--- config.mk ---
export PLATFORM = sky130hd
export DESIGN_NAME = conv_encoder_param
export DESIGN_NICKNAME = d
export VERILOG_FILES = /design/src/rtl/conv_encoder_param.sv
export SDC_FILE = /design/constraint.sdc
export NUM_CORES = 1
export LEC_CHECK = 0
export BUFFER_PORTS_ARGS = -buffer_cell sky130_fd_sc_hd__buf_2
export CAP_MARGIN = 30
export CORE_AREA = 2 2 46 48
export DETAILED_ROUTE_END_ITERATION = 10
export DIE_AREA = 0 0 48 50
export PLACE_DENSITY = 0.7
export SYNTH_ARGS = -nofsm -noshare
export SYNTH_HDL_FRONTEND = slang
export SYNTH_SLANG_ARGS = --single-unit
--- constraint.sdc ---
create_clock -name Clock -period 2.1 [get_ports Clock]
set_clock_uncertainty 0.05 [all_clocks]
set_input_delay 0.42 -clock Clock [delete_from_list [all_inputs] [get_ports Clock]]
set_output_delay 0.42 -clock Clock [all_outputs]
set_load 0.01 [all_outputs]
--- src/rtl/conv_encoder_param.sv ---
// rtl/conv_encoder_param.sv - parametrised rate-1/N feed-forward convolutional encoder
// Valid/ready on both sides, frame delimiting and optional zero-tail termination.
module conv_encoder_param #(
  parameter int K = 9,
  parameter int N = 2,
  parameter logic [N*K-1:0] POLYS = {9'b110_101_111, 9'b100_011_101},
  parameter bit TAIL_EN = 1'b1
) (
  input  logic         Clock,
  input  logic         Reset,
  input  logic         X,
  input  logic         In_Valid,
  input  logic         In_Last,
  output logic         In_Ready,
  output logic [N-1:0] Y,
  output logic         Out_Valid,
  output logic         Out_Last,
  input  logic         Out_Ready
);

  localparam int TW = $clog2(K);

  typedef enum logic {RUN, FLUSH} fsmState_t;

  fsmState_t      fsmState;
  logic [K-2:0]   shiftState;
  logic [TW-1:0]  tailCount;
  logic           loadOk;
  logic           accept;
  logic           flushStep;
  logic           encBit;
  logic [K-1:0]   symbolIn;
  logic [N-1:0]   yNext;

  assign loadOk    = !Out_Valid || Out_Ready;
  assign In_Ready  = Reset && (fsmState == RUN) && loadOk;
  assign accept    = In_Valid && In_Ready;
  assign flushStep = (fsmState == FLUSH) && loadOk;
  assign encBit    = (fsmState == RUN) ? X : 1'b0;
  // Bit K-1 is the bit being encoded, bit 0 the oldest remembered bit.
  assign symbolIn  = {encBit, shiftState};

  always_comb begin
    yNext = '0;
    for (int i = 0; i < N; i++) begin
      yNext[i] = ^(POLYS[i*K +: K] & symbolIn);
    end
  end

  always_ff @(posedge Clock or negedge Reset) begin
    if (!Reset) begin
      fsmState   <= RUN;
      shiftState <= '0;
      tailCount  <= '0;
      Y          <= '0;
      Out_Valid  <= 1'b0;
      Out_Last   <= 1'b0;
    end else if (accept || flushStep) begin
      Y          <= yNext;
      Out_Valid  <= 1'b1;
      shiftState <= symbolIn[K-1:1];
      if (accept) begin
        Out_Last <= In_Last && !TAIL_EN;
        if (In_Last) begin
          if (TAIL_EN) begin
            fsmState  <= FLUSH;
            tailCount <= '0;
          end else begin
            shiftState <= '0;
          end
        end
      end else begin
        tailCount <= tailCount + TW'(1);
        if (tailCount == TW'(K - 2)) begin
          Out_Last <= 1'b1;
          fsmState <= RUN;
        end else begin
          Out_Last <= 1'b0;
        end
      end
    end else if (Out_Ready) begin
      Out_Valid <= 1'b0;
    end
  end

endmodule
==> impl_metrics.tcl <==
set metrics [dict create \
    viasPerCell 4.96 \
    clkSinkCount 17 \
    synth-edff-count 0 \
    wl_per_cell_microns 12.2 \
    synthFlopType "dfrtp_1" \
    wl_met1_microns 676 \
    design.die.area_sq_mm 0.00240 \
    gp_congestion 0.784 \
    hold_class "in2reg" \
    io_buffers 10 \
    yosys_warnings 0 \
    layout-drive-gt1-share_pct 17.5 \
    cts_setup_buffers 0 \
    grt_pass1_wl_microns 2650 \
    p_leak_nw 0.460 \
    drcViolationCount 0 \
    gr-total-overflow 0 \
    setup_viol 0 \
    period_share_pct 94.3 \
    cts.clk_slew.worst_paths_ps 90 \
    cts-buffers-inserted 3 \
    critical_path.max_fanout 11 \
    fp.coreArea_sq_mm 0.00190 \
    worst_pin_slew_ps 437 \
    worst_setup_path_end_kind "primary output" \
    final_antenna_net_count 0 \
    n_antenna_cell 0 \
    synthesis.area_sq_um 802 \
    pre_cts_ws_ps 513 \
    rsz0062_at_grt "false" \
    comb_power_share_pct 40.6 \
    start_util_pct 42.2 \
    fmax_mhz 505 \
    ys_seq_area_share_pct 53.0 \
    rows 16 \
    place_area_sq_um 877 \
    area_delta_synth_final_pct 14.8 \
    wl_met2_microns 733 \
    synth.top_cell.area_share_pct 53.0 \
    tritoncts "built" \
    htree_levels 1 \
    fin_crit_ps 1980 \
    worst_slack_ps 120 \
    synthTopCellsByArea "dfrtp_1 53%, nand2_1 14%, xnor2_1 5.5%" \
    synthArstFlopShare_pct 100 \
    synth_most_common_cell "nand2_1" \
    io-pin-count 11 \
    p_sw_uw 502 \
    slew_headroom_pct 70.8 \
    synth_nets 90 \
    clk_latency_ps 290 \
    fin_nets 105 \
    ys_seq_elements 17 \
    crit_arrival_ps 1510 \
    die_w_microns 48 \
    status "completed" \
    drv_cap 0 \
    vias 615 \
    drtPass1Iterations 4 \
    p_per_area_mw_per_mm2 1430 \
    vdd_drop_max_mv 0.482 \
    drt-initial-drc-count 2 \
    netlist_instances 83 \
    power.share.clock_pct 13.5 \
    post-route-cell-area_sq_um 921 \
    power_frac_seq_pct 46.0 \
    grt_max_degree 13 \
    grt_pass1_vias 631 \
    finalSetupTns_ps 0 \
    ys_types 22 \
    p_sw_share_pct 38.1 \
    wl_met3_microns 52 \
    drt_wl_total_microns 1510 \
    synth_area_leader_cell "dfrtp_1" \
    crit_type "in2out" \
    slew_viol_final 0 \
    ys_top_cells_by_count "29 x nand2_1, 17 x dfrtp_1, 5 x xnor2_1" \
    root_buffer "clkbuf_4" \
    avgSynthCellArea_sq_um 9.66 \
    cp.required_ps 1630 \
    hold_violations 0 \
    start_kind "primary input" \
    grtUsageTotal_pct 16.5 \
    cts_buffer_depth 2 \
    die_h_microns 50 \
    internal-power_uw 815 \
    top_layer "met4" \
    antenna_found_initial 0 \
]
[per-layer routing]
| layer | GRT usage (%) | vias up |
|---|---|---|
| li1 | - | 304 |
| met1 | 19.6 | 290 |
| met2 | 25.1 | 16 |
| met3 | 4.40 | 5 |
| met4 | 10.8 | 0 |
| met5 | 0 | - |
[worst paths after layout]
check,cells past startpoint,endpoint,startpoint,slack (ps)
worst max-delay path,4,In_Ready,Reset,120
worst min-delay path,3,shiftState[7]$_DFFE_PN0P_,X,400
worst max register to register,4,shiftState[6]$_DFFE_PN0P_,fsmState$_DFFE_PN0P_,660
max in group asynchronous,3,Out_Last$_DFFE_PN0P_,Reset,1180
min in group asynchronous,2,tailCount[3]$_DFFE_PN0P_,Reset,460
worst min register to register,2,shiftState[5]$_DFFE_PN0P_,shiftState[6]$_DFFE_PN0P_,440
[worst max-delay path, stage by stage]
cell	delay, ps
dlygate4sd3_1	530
clkbuf_4	210
nor3b_2	200
buf_2	150
[metrics by stage]
| step | power, mW | hold slack, ps | instances | util [%] |
|---|---|---|---|---|
| 3_5_place_dp | 1.15 | 234 | 119 | 46.1 |
| 5_1_grt | 1.43 | 418 | 124 | 48.4 |
| 2_1_floorplan | 1.03 | 74.4 | 83 | - |
| 3_3_place_gp | 1.12 | 232 | 119 | 46.1 |
| 6_report | 1.32 | 398 | 124 | 48.4 |
| 4_1_cts | 1.33 | 397 | 124 | 48.0 |
[placed cells by master (no fill, tap or decap)]
cell,n
xor2_1,2
clkbuf_4,4
buf_2,9
clkbuf_1,1
ha_1,1
nor2b_1,1
xnor3_1,1
a22oi_1,1
nor3b_2,1
a21oi_1,1
nor2b_4,1
nand2_1,29
o21ai_1,3
o21ai_0,4
nand2b_1,2
dfrtp_1,17
buf_4,1
a32o_1,1
or2_2,1
dlygate4sd3_1,1
and3_1,3
xnor2_1,5
nor2_1,4
nand3b_1,1
nand3_1,2
[power by group through the flow]
stage               registers [mW]  logic, mW  clock network (mW)
floorplan                    0.572      0.459                   0
global placement             0.602      0.516                   0
detailed placement           0.611      0.541                   0
CTS                          0.604      0.543               0.181
global route                 0.627      0.611               0.193
finish                       0.606      0.535               0.177
[logic make-up after synthesis]
family | Yosys count | share of synthesized area (%)
AND/OR/NAND/NOR | 45 | 25.7
flip-flops | 17 | 53.0
AO/OA/AOI/OAI | 10 | 7.18
XOR/XNOR | 8 | 10.5
buffers and inverters | 2 | 2.03
adder cells (fa/ha/maj) | 1 | 1.56
[repair_timing]
| item | 4_1_cts | 5_1_grt |
|---|---|---|
| hold buffers | 1 | 0 |
| hold endpoints to repair | 8 | 0 |
| endpoints found under the setup margin | 0 | 1 |
| resized for setup | 0 | 2 |
[final cells by class]
cell class	count	area [sq um]
Sequential cell	17	425
Fill cell	199	981
Timing Repair Buffer	12	70.1
Tap cell	27	33.8
Multi-Input combinational cell	64	365
Clock buffer	4	26.3
[flip-flops by register name, summed over array words and instances (netlist names)]
signal,flops
Out_Last,1
Out_Valid,1
Y,2
fsmState,1
shiftState,8
tailCount,4
Note: power is estimated with default switching activity, not from simulation.
